<file path="config.mk">
export PLATFORM = sky130hd
export DESIGN_NAME = fp_add_issue_queue
export DESIGN_NICKNAME = d
export VERILOG_FILES = /design/src/rtl/floatingpoint.sv /design/src/rtl/fp_req_fifo.sv /design/src/rtl/fp_add_issue_queue.sv
export SDC_FILE = /design/constraint.sdc
export NUM_CORES = 1
export LEC_CHECK = 0
export CORE_ASPECT_RATIO = 0.5
export CORE_MARGIN = 2
export CORE_UTILIZATION = 40
export DETAILED_ROUTE_END_ITERATION = 8
export PLACE_DENSITY = 0.75
export SYNTH_ARGS = -nofsm -noshare
export SYNTH_HDL_FRONTEND = slang
export SYNTH_SLANG_ARGS = --single-unit
</file>
<file path="constraint.sdc">
create_clock -name Clock -period 2.55 [get_ports Clock]
set_input_delay 0.6375 -clock Clock [delete_from_list [all_inputs] [get_ports Clock]]
set_output_delay 0.6375 -clock Clock [all_outputs]
set_load 0.01 [all_outputs]
</file>
<file path="src/rtl/floatingpoint.sv">
// Shared floating-point package: the float type, the quiet-NaN constant
// returned on a watchdog expiry, and the issue-stage state encoding.
package floatingpoint;

  typedef logic [31:0] float;

  // Canonical single-precision quiet NaN
  localparam float FP_QNAN = 32'h7FC0_0000;

  typedef enum logic [1:0] {
    IDLE  = 2'd0,
    ISSUE = 2'd1,
    WAIT  = 2'd2,
    HOLD  = 2'd3
  } issue_state_t;

endpackage

</file>
<file path="src/rtl/fp_req_fifo.sv">
// Small synchronous FIFO with a combinational head view. The same block is
// meant to sit on the result side later, so the width is a parameter.
module fp_req_fifo #(
  parameter int DEPTH = 4,
  parameter int W     = 68
) (
  input  logic                   Clock,
  input  logic                   Reset,
  input  logic                   push,
  input  logic [W-1:0]           push_data,
  input  logic                   pop,
  output logic [W-1:0]           head_data,
  output logic                   full,
  output logic                   empty,
  output logic [$clog2(DEPTH):0] count
);

  localparam int AW = $clog2(DEPTH);
  localparam logic [AW:0] FULL_COUNT = (AW+1)'(DEPTH);

  logic [W-1:0]  mem [DEPTH];
  logic [AW-1:0] wr_ptr_reg;
  logic [AW-1:0] rd_ptr_reg;
  logic [AW:0]   count_reg;
  logic          do_push;
  logic          do_pop;

  // Requests that arrive when full or pops when empty are ignored
  assign do_push = push && !full;
  assign do_pop  = pop && !empty;

  // Storage write; contents need no reset since occupancy is tracked separately
  always_ff @(posedge Clock) begin
    if (do_push) mem[wr_ptr_reg] <= push_data;
  end

  // Pointer and occupancy bookkeeping; DEPTH is a power of two so pointers wrap naturally
  always_ff @(posedge Clock) begin
    if (Reset) begin
      wr_ptr_reg <= '0;
      rd_ptr_reg <= '0;
      count_reg  <= '0;
    end else begin
      if (do_push) wr_ptr_reg <= wr_ptr_reg + 1'b1;
      if (do_pop)  rd_ptr_reg <= rd_ptr_reg + 1'b1;
      case ({do_push, do_pop})
        2'b10:   count_reg <= count_reg + 1'b1;
        2'b01:   count_reg <= count_reg - 1'b1;
        default: count_reg <= count_reg;
      endcase
    end
  end

  assign head_data = mem[rd_ptr_reg];
  assign full      = (count_reg == FULL_COUNT);
  assign empty     = (count_reg == '0);
  assign count     = count_reg;

endmodule

</file>
<file path="src/rtl/fp_add_issue_queue.sv">
// Issue stage in front of the multi-cycle FloatAdder: queues tagged operand
// pairs, issues one at a time, waits for the result (ignoring stale valids
// for MIN_LAT cycles) and returns quiet NaN if the adder never answers.
module fp_add_issue_queue
  import floatingpoint::*;
#(
  parameter int DEPTH   = 4,
  parameter int TAG_W   = 4,
  parameter int MIN_LAT = 2,
  parameter int TIMEOUT = 64
) (
  input  logic                   Clock,
  input  logic                   Reset,
  input  logic                   InValid,
  output logic                   InReady,
  input  logic [31:0]            InOp1,
  input  logic [31:0]            InOp2,
  input  logic [TAG_W-1:0]       InTag,
  output logic [31:0]            AddOp1,
  output logic [31:0]            AddOp2,
  output logic                   AddInputValid,
  input  logic [31:0]            AddResult,
  input  logic                   AddResultValid,
  output logic                   OutValid,
  input  logic                   OutReady,
  output logic [31:0]            OutResult,
  output logic [TAG_W-1:0]       OutTag,
  output logic                   OutTimeout,
  output logic [$clog2(DEPTH):0] Count
);

  localparam int CW = $clog2(TIMEOUT + 1);
  localparam logic [CW-1:0] MIN_LAT_C = CW'(MIN_LAT);
  localparam logic [CW-1:0] LAST_C    = CW'(TIMEOUT - 1);

  issue_state_t      state_reg, state_next;
  logic [CW-1:0]     cnt_reg;
  logic [31:0]       add_op1_reg, add_op2_reg;
  logic [31:0]       out_result_reg;
  logic [TAG_W-1:0]  out_tag_reg;
  logic              out_timeout_reg;

  logic              fifo_full, fifo_empty;
  logic [TAG_W-1:0]  head_tag;
  logic [31:0]       head_op1, head_op2;
  logic              completion, expired;

  fp_req_fifo #(
    .DEPTH (DEPTH),
    .W     (TAG_W + 64)
  ) u_fifo (
    .Clock     (Clock),
    .Reset     (Reset),
    .push      (InValid && InReady),
    .push_data ({InTag, InOp1, InOp2}),
    .pop       (state_reg == ISSUE),
    .head_data ({head_tag, head_op1, head_op2}),
    .full      (fifo_full),
    .empty     (fifo_empty),
    .count     (Count)
  );

  assign InReady    = !fifo_full;
  assign completion = (cnt_reg >= MIN_LAT_C) && AddResultValid;
  assign expired    = (cnt_reg == LAST_C);

  // State register
  always_ff @(posedge Clock) begin
    if (Reset) state_reg <= IDLE;
    else       state_reg <= state_next;
  end

  // Next-state logic; a completion on the expiry cycle still counts as a completion
  always_comb begin
    state_next = state_reg;
    case (state_reg)
      IDLE:    if (!fifo_empty) state_next = ISSUE;
      ISSUE:   state_next = WAIT;
      WAIT:    if (completion || expired) state_next = HOLD;
      HOLD:    if (OutReady) state_next = IDLE;
      default: state_next = IDLE;
    endcase
  end

  // Operand, watchdog and result registers
  always_ff @(posedge Clock) begin
    if (Reset) begin
      add_op1_reg     <= '0;
      add_op2_reg     <= '0;
      cnt_reg         <= '0;
      out_result_reg  <= '0;
      out_tag_reg     <= '0;
      out_timeout_reg <= 1'b0;
    end else begin
      if (state_reg == IDLE && !fifo_empty) begin
        add_op1_reg <= head_op1;
        add_op2_reg <= head_op2;
      end
      if (state_reg == ISSUE) begin
        out_tag_reg <= head_tag;
        cnt_reg     <= '0;
      end else if (state_reg == WAIT) begin
        cnt_reg <= cnt_reg + 1'b1;
      end
      if (state_reg == WAIT) begin
        if (completion) begin
          out_result_reg  <= AddResult;
          out_timeout_reg <= 1'b0;
        end else if (expired) begin
          out_result_reg  <= FP_QNAN;
          out_timeout_reg <= 1'b1;
        end
      end
    end
  end

  assign AddOp1        = add_op1_reg;
  assign AddOp2        = add_op2_reg;
  assign AddInputValid = (state_reg == ISSUE);
  assign OutValid      = (state_reg == HOLD);
  assign OutResult     = out_result_reg;
  assign OutTag        = out_tag_reg;
  assign OutTimeout    = out_timeout_reg;

endmodule
</file>
Word level (Yosys, flattened, before mapping). Memory sizes are Yosys's and may differ from the RTL's. A register that Yosys moved wholly into a read port is not among the register bits. Cells that the tools add are included. Widths: inputs -> output; s select.

Add/sub/neg operators: 5. Magnitude comparators: 1. Equality and inequality tests: 10. Muxes and demuxes: 13. Reduce and logical (&&, ||, !) cells: 15.

Operator list (number): $mux 32 (2); $mux 2 (5); $pmux 2 s4 (1); $add 7x1->7 const B (1); $eq 7x6->1 const B (1); $ge 7x2->1 const B (1); $eq 2x2->1 const B (3); $pmux 3 s2 (1); $logic_and 1x1->1 (5); $add 2x1->2 const B (2); $eq 2x1->1 const B (2); $mux 1 (4); $ne 2x2->1 const B (2); $reduce_bool 2->1 (2); $add 3x1->3 const B (1); $eq 3x3->1 const B (1); $logic_not 3->1 (1); $reduce_and 3->1 (1); $sub 3x1->3 const B (1); $logic_not 1->1 (2); $logic_not 2->1 (1); $ne 2x1->1 const B (1); $reduce_and 2->1 (1); $reduce_or 2->1 (1); $logic_or 1x1->1 (1).

Register bits: 117. RAM bits: 272. Input port bits: 105. Output and inout port bits: 107. Word-level logic and storage cells: 55. Memories kept: 1.

Memory list: u_fifo.mem (words 4, bits a word 68, rd ports 1, clocked after memory_dff 1, write ports 1, RTL line fp_req_fifo.sv:21) `logic [W-1:0] mem [DEPTH];`.

Logic depth before layout (Yosys ltp). Gate-level depths: netlist of run 1.

Depth after elaboration: 6. Gate-level depth with buffers: 10. Gate-level depth less buffers: 9.

Hierarchy. A second synthesis of run 1 with hierarchy kept.

Cell total of the unflattened synthesis: 894. Area, all modules: 14387.5 µm².

By module, submodules not included: fp_req_fifo (times used 1, cells an instance 410, area an instance 10306.1 µm², sequential area each 8348.0 µm²); fp_add_issue_queue (times used 1, cells an instance 484, area an instance 4081.4 µm², sequential area each 2202.1 µm²).

Worst setup path before layout of run 1. OpenSTA, ideal clock, no wires.

Kind: reg-to-reg. Start point: reg u_fifo.count_reg[0] (netlist: u_fifo.count[0]). End point: mem u_fifo.mem[0][0], enable pin. Library setup time: 434 ps. Data arrival time: 2359 ps. Data required time: 2116 ps. Slack: -243 ps. Stages on the path, launching flop included: 3. Buffers on the path: 0. Period minus slack after synthesis: 2793 ps. Cells stage by stage: dfxtp_1 or3b_1 and3_1.

Longest elaborated chain between the ends: 6.

RTL lines: start: declaration (RTL line fp_req_fifo.sv:24) `logic [AW:0] count_reg;`; start signal: assignment (RTL line fp_req_fifo.sv:47) `2'b10: count_reg <= count_reg + 1'b1;`; start signal: assignment (RTL line fp_req_fifo.sv:48) `2'b01: count_reg <= count_reg - 1'b1;`; start signal: assignment (RTL line fp_req_fifo.sv:49) `default: count_reg <= count_reg;`; $eq 3x3->1 * (RTL line fp_req_fifo.sv:55) `assign full = (count_reg == FULL_COUNT);`; $logic_not 1->1 * (RTL line fp_add_issue_queue.sv:63) `assign InReady = !fifo_full;`; named net InReady (RTL line fp_add_issue_queue.sv:15) `output logic InReady,`; $logic_and 1x1->1 (RTL line fp_add_issue_queue.sv:54) `.push (InValid && InReady),`; $logic_and 1x1->1 * (RTL line fp_req_fifo.sv:29) `assign do_push = push && !full;`; $mux 1 * (RTL line fp_req_fifo.sv:34) `if (do_push) mem[wr_ptr_reg] <= push_data;`; $mux 1 (not written as such) * (RTL line fp_req_fifo.sv:34); end: declaration (RTL line fp_req_fifo.sv:21).

The timed path passes the listed nets; every way through them passes the cells marked *.

Worst setup path after layout of run 1.
Start point: reg u_fifo.count_reg[0] (netlist: u_fifo.count[0]). End point: reg u_fifo.count_reg[2] (netlist: u_fifo.count[2]).

Longest elaborated chain between the ends: 6. Elaborated cells on any way between the ends: 13. Those cells by class: 2 x add/sub; 3 x eq/ne; 1 x mux; 7 x reduce/logical.

RTL lines: $eq 3x3->1 (RTL line fp_req_fifo.sv:55); $logic_not 1->1 (RTL line fp_req_fifo.sv:29, fp_add_issue_queue.sv:63); $logic_and 1x1->1 (RTL line fp_add_issue_queue.sv:54); $logic_and 1x1->1 (RTL line fp_req_fifo.sv:29); $eq 2x1->1 or $eq 2x2->1 (tied branches) (RTL line fp_req_fifo.sv:46) `case ({do_push, do_pop})`; $pmux 3 s2 or $reduce_bool 2->1 (tied branches).

Several ways; a longest one is shown, not always the timed one. A chain may end at the register's enable or synchronous reset.

==> impl_metrics.py, run 1 <==
metrics = {
    "logic_synthesis": {
        "synth_edf_count": 272,
        "synth_top_area_cell": "edfxtp_1",
        "synth_cell_type_count": 38,
        "synth_most_common_cell": "edfxtp_1",
        "syn_nets": 974,
        "synth_top_area_frac": 0.576,
        "postSynthAreaPerCell_um2": 16.6,
        "synth_flop_cell": "edfxtp_1",
        "synth_area_leaders": "edfxtp_1 58%, dfxtp_1 17%, mux4_2 11%",
        "synth_seq_cells": 391,
        "synth_cells": 856,
        "yosysWarnings": 0,
        "synthArstFlopShare": 0,
        "synthTopCellsByCount": "272 x edfxtp_1, 137 x nand2_1, 119 x dfxtp_1, 70 x a21oi_1, 68 x mux4_2",
        "netlist_area_um2": 14200,
        "ys_seq_area_frac": 0.744,
    },
    "place": {
        "globalplace.congestion": 0.751,
        "place_ws_ns": -0.0851,
        "dp_hpwl_um": 18900,
        "dp_cells": 1519,
        "numPortBuffers": 211,
    },
    "timing": {
        "tns_ns": 0,
        "rsz0062_at_grt": "no",
        "fin_worst_skew_ns": 0.0143,
        "setup_violations": 0,
        "post-route-min-period_ns": 2.42,
        "setup_ws_ns": 0.129,
        "finalHoldViolCount": 0,
        "slew_headroom": 0.332,
        "max_freq_ghz": 0.413,
        "worst_pin_slew_ns": 1.00,
        "timing.final.crit_share": 0.950,
        "drv_slew": 0,
    },
    "flow_run": {
        "cap_violations": 0,
    },
    "global_route": {
        "grt_pass1_wl_um": 46000,
        "track_usage": 0.161,
        "gr-total-overflow": 0,
        "antenna_found_initial": 5,
        "grt_max_degree": 77,
        "grt_pass1_vias": 8278,
    },
    "status": {
        "outcome": "finished, final reports clean",
    },
    "finish": {
        "seqCellArea_um2": 10600,
        "layout.cells.non_filler": 1592,
        "synthToLayoutAreaGrowth_pct": 28.6,
        "multiInputGateArea_um2": 3350,
        "fill_cells": 2759,
        "largest_register": "u_fifo.mem",
        "largest_reg_flops": 272,
        "fin_util": 0.525,
        "fin_nets": 1201,
        "drive_gt1_frac": 0.146,
    },
    "critical_path": {
        "crit_required_ns": 2.99,
        "cp.arrival_ns": 2.86,
        "cp-start-kind": "register",
        "path_class": "reg2reg",
        "rrSetupSlack_ns": 0.13,
        "crit_path_end_kind": "register",
        "path_max_fanout": 6,
    },
    "cts": {
        "clock-root-buffer": "clkbuf_16",
        "cts_tree": "yes",
        "worstSkewPairLatency_ns": 0.53,
        "cts.path.max_buffers": 3,
        "cts_buffers": 37,
        "cts.sinks": 391,
        "cts_setup_buffers": 0,
        "clkTransAtPathRegs_ns": 0.06,
        "cts_max_level": 2,
    },
    "routing": {
        "ant_nets": 0,
        "routed_wl_um": 30700,
        "drt_iter0_drc": 546,
        "wl_per_cell_um": 19.3,
        "firstDrtPassIters": 5,
        "drc": 0,
        "vias": 8027,
        "vias_per_cell": 5.04,
    },
    "floorplanning": {
        "core_um2": 34700,
        "chipHeight_um": 137,
        "die_w_um": 270,
        "rows": 48,
        "io_pins": 212,
        "design.die.area_um2": 37000,
        "start_util": 0.408,
    },
    "power_and_ir_drop": {
        "p_leak_uw": 0.00594,
        "irDropWorstVdd_v": 0.000855,
        "power_uw": 18100,
        "powerDensity_nw_per_um2": 994,
    },
    "hold_path": {
        "hold_class": "in2reg",
    },
}
==> layer usage <==
layer  vias to the layer above  part of all wire  global-route usage  wire length (um)
li1                       3689                 -                   -                 -
met1                      4064              0.38               0.179             11500
met2                       227              0.54               0.302             16600
met3                        47             0.061              0.0398              1870
met4                         0             0.022              0.0589               676
met5                         -                 0                   0                 0
==> repair_timing <==
| action | CTS | global route |
|---|---|---|
| endpoints found under the setup margin | 2 | 0 |
| hold buffers | 0 | 0 |
| resized for setup | 3 | 0 |
==> through the flow <==
step                      area, um^2  hold slack, ns
after floorplan                14200           0.462
after global placement         17000           0.439
after detailed placement       17000           0.446
after CTS                      18200           0.379
after global routing           18200           0.396
final                          18200           0.404
==> power by group <==
group | internal (uW) | switching [uW]
logic | 2200 | 2310
clock network | 3140 | 2310
registers | 7690 | 484
total | 13000 | 5100
==> final cells by class <==
| cell class | instances | share of cell area |
|---|---|---|
| Tap cell | 475 | 0.0326 |
| Multi-Input combinational cell | 393 | 0.184 |
| Antenna cell | 5 | 0.000687 |
| Clock buffer | 55 | 0.0562 |
| Sequential cell | 391 | 0.579 |
| Clock inverter | 13 | 0.00968 |
| Inverter | 21 | 0.00433 |
| Timing Repair Buffer | 239 | 0.133 |
==> cells in the final DEF, fill, tap and decap left out, types with 3 or more instances in the layout <==
master / instances
dfxtp_1: 116
clkdlybuf4s50_1: 208
clkbuf_16: 38
clkbuf_1: 16
a211oi_1: 10
clkinv_2: 3
diode_2: 5
nor2_1: 27
nand4_1: 3
inv_1: 20
buf_4: 20
mux4_2: 68
ha_1: 12
xor2_1: 6
bufinv_16: 3
nand2_1: 137
a32o_1: 23
and3_4: 4
or3_1: 4
a21oi_1: 70
xnor2_1: 3
mux2i_1: 5
edfxtp_1: 272
buf_12: 9
o21ai_0: 4
==> cell families after synthesis <==
kind of cell	after synthesis	share of synthesized area
and+or+nand+nor	184	0.0524
DFF	391	0.744
muxes	73	0.112
AOI/OAI and AO/OA	114	0.0526
adders and majority gates	13	0.0120
buffers and inverters	72	0.0215
xor gates and xnor gates	9	0.00556
==> worst max-delay path: stages (launching register included) <==
cell,delay (ns)
dfxtp_1,0.37
or3b_1,0.41
and2_1,0.19
inv_1,0.09
ha_1,0.18
inv_1,0.06
fa_1,0.39
xor2_1,0.16
or3_1,0.31
a21oi_1,0.18
==> worst paths after layout <==
path,from,end,depth (start not counted)
max,u_fifo.count[0]$_SDFFE_PP0P_,u_fifo.count[2]$_SDFFE_PP0P_,9
min,Reset,OutResult[23]$_SDFFE_PP0P_,2
max reg2reg,u_fifo.count[0]$_SDFFE_PP0P_,u_fifo.count[2]$_SDFFE_PP0P_,9
min reg2reg,AddOp2[5]$_SDFFE_PP0P_,AddOp2[5]$_SDFFE_PP0P_,2
Note: power is estimated with default switching activity, not from simulation.
==> run 2: changes to the inputs <==
--- a/config.mk
+++ b/config.mk
@@ -7,9 +7,9 @@
 export LEC_CHECK = 0
 export CORE_ASPECT_RATIO = 0.5
 export CORE_MARGIN = 2
-export CORE_UTILIZATION = 40
+export CORE_UTILIZATION = 30
 export DETAILED_ROUTE_END_ITERATION = 8
-export PLACE_DENSITY = 0.75
+export PLACE_DENSITY = 0.62
 export SYNTH_ARGS = -nofsm -noshare
 export SYNTH_HDL_FRONTEND = slang
 export SYNTH_SLANG_ARGS = --single-unit
==> run 2 against run 1 <==
  * Clock-buffer cell count down 9
  * Sequential share of layout area shrank 1.3 points
  * Non-clock buffer count rose by 8
  * Utilization shrank 13 points
  * Register-to-register slack hardly changed
  * Power is 2.0% higher
  * Die area up 33%
  * Global-route usage shrank 3.5 points
  * First-iteration DRC count down 24%
  * Clock skew up 0.0032 ns
  * Flip-flop and latch count unchanged
  * Largest cell class unchanged
==> impl_metrics.py, run 2 (synthesized netlist as in run 1, its figures left out) <==
metrics = {
    "place": {
        "numPortBuffers": 211,
        "dp_cells": 1690,
        "dp_hpwl_um": 20200,
        "place_ws_ns": -0.136,
        "placed_area_um2": 17400,
        "globalplace.congestion": 0.765,
    },
    "flow_run": {
        "cap_violations": 0,
    },
    "routing": {
        "wl_per_cell_um": 18.0,
        "drc": 0,
        "vias": 8052,
        "vias_per_cell": 4.57,
        "ant_nets": 0,
        "firstDrtPassIters": 4,
        "drt_iter0_drc": 417,
        "routed_wl_um": 31700,
    },
    "critical_path": {
        "crit_path_cell_trace": "or3b_4 > and2_1 > inv_1 > ha_1 > inv_1 > fa_1 > xor2_1 > or3_1 > a21oi_1",
        "slowest_delay_ns": 0.43,
        "path_max_fanout": 6,
        "critPathSlowestCell": "or3b_4",
        "cp-start-kind": "register",
        "path_class": "reg2reg",
        "cp.arrival_ns": 2.86,
        "crit_path_end_kind": "register",
        "crit_required_ns": 3.00,
        "rrSetupSlack_ns": 0.14,
        "crit_top_cell": "inv_1",
    },
    "global_route": {
        "gr-total-overflow": 0,
        "grt.busiest_layer": "met2",
        "grt_max_degree": 88,
        "met3_usage": 0.0241,
        "use_met1": 0.138,
        "antenna_found_initial": 4,
        "grt_pass1_vias": 8412,
        "use_met2": 0.246,
        "track_usage": 0.126,
        "grt_pass1_wl_um": 48300,
    },
    "power_and_ir_drop": {
        "p_comb_frac": 0.256,
        "swShare": 0.279,
        "seqPwrFrac": 0.437,
        "powerDensity_nw_per_um2": 991,
        "irDropWorstVdd_v": 0.000788,
        "p_switching_uw": 5170,
        "p_leak_uw": 0.00605,
        "pwr-share-clk": 0.308,
        "power.internal_uw": 13300,
    },
    "timing": {
        "setup_ws_ns": 0.139,
        "finalHoldViolCount": 0,
        "timing.final.crit_share": 0.945,
        "max_freq_ghz": 0.415,
        "post-route-min-period_ns": 2.41,
        "slew_headroom": 0.526,
        "worst_pin_slew_ns": 0.707,
        "setup_violations": 0,
        "drv_slew": 0,
        "rsz0062_at_grt": "no",
        "fin_worst_skew_ns": 0.0175,
    },
    "floorplanning": {
        "design.die.area_um2": 49100,
        "die_w_um": 311,
        "rows": 56,
        "chipHeight_um": 158,
        "core_um2": 46700,
        "start_util": 0.303,
        "io_pins": 212,
    },
    "finish": {
        "design_area_um2": 18700,
        "layout_common_cells": "272 x edfxtp_1, 208 x clkdlybuf4s50_1, 137 x nand2_1",
        "fin_nets": 1210,
        "mostFrequentLayoutCell": "edfxtp_1",
        "fin_util": 0.399,
        "layout.cells.non_filler": 1762,
        "drive_gt1_frac": 0.155,
        "largest_register": "u_fifo.mem",
        "largest_reg_flops": 272,
        "synthToLayoutAreaGrowth_pct": 31.6,
    },
    "hold_path": {
        "hold_class": "reg2reg",
    },
    "cts": {
        "cts.path.max_buffers": 3,
        "clock-root-buffer": "clkbuf_16",
        "cts_tree": "yes",
        "cts.sinks": 391,
        "clkTransAtPathRegs_ns": 0.06,
        "cts_max_level": 2,
        "postCtsHoldBufs": 0,
        "cts_setup_buffers": 0,
        "cts_buffers": 38,
        "worstSkewPairLatency_ns": 0.54,
    },
    "status": {
        "outcome": "finished, final reports clean",
    },
}
-- run 2: cell types whose count changed in the layout (fill, tap and decap cells not counted), sizes merged --
cell    before  now
clkinv       6   17
clkbuf      55   46
buf         29   37
inv         24   21
bufinv       3    5
diode        5    3
-- run 2: final timing paths --
check             depth (start not counted)                            to                         start
hold reg to reg                           2    OutResult[26]$_SDFFE_PP0P_    OutResult[26]$_SDFFE_PP0P_
setup reg to reg                          9  u_fifo.count[2]$_SDFFE_PP0P_  u_fifo.count[1]$_SDFFE_PP0P_
setup / recovery                          9  u_fifo.count[2]$_SDFFE_PP0P_  u_fifo.count[1]$_SDFFE_PP0P_
hold / removal                            2    OutResult[26]$_SDFFE_PP0P_    OutResult[26]$_SDFFE_PP0P_
-- run 2: what timing repair did --
| item | in CTS | in global routing |
|---|---|---|
| setup endpoints to repair | 2 | 1 |
| resized for setup | 2 | 1 |
| pin swaps | 0 | 0 |
-- run 2: stage by stage --
stage | hold WS [ns] | setup TNS (ns) | total power [uW]
final | 0.455 | 0 | 18500
after global routing | 0.466 | 0 | 19400
after CTS | 0.455 | 0 | 18800
after detailed placement | 0.443 | -0.136 | 13000
after global placement | 0.437 | -0.0441 | 12900
after floorplan | 0.462 | 0 | 10700
-- run 2: area by class of cell --
type                       instances  area (um^2)
multi-input combinational        393         3340
tap                              638          798
inverter                          21         78.8
clock inverter                    23          263
clock buffer                      46         1000
antenna                            3         7.51
fill                            4232        28100
timing repair buffer             247         2610
sequential                       391        10600
-- run 2: critical path: cells and delay by family, from the launching register on --
kind,cells,cell delay [ns]
simple gates,3,0.94
compound gates,1,0.19
xor+xnor,1,0.15
flops,1,0.36
buf+inv,2,0.14
fa+ha+maj,2,0.55
-- run 2: power groups by stage --
stage	clock network (uW)	registers, uW	logic, uW
floorplan	0	8330	2350
global placement	0	8170	4760
finish	5690	8070	4730
CTS	5830	8080	4850
detailed placement	0	8220	4830
global route	6080	8160	5150
-- run 2: routing by layer --
metal,part of all wire,vias to the layer above
met1,0.38,4115
met3,0.042,55
met2,0.55,171
met4,0.027,2
li1,-,3709
met5,0.00041,-
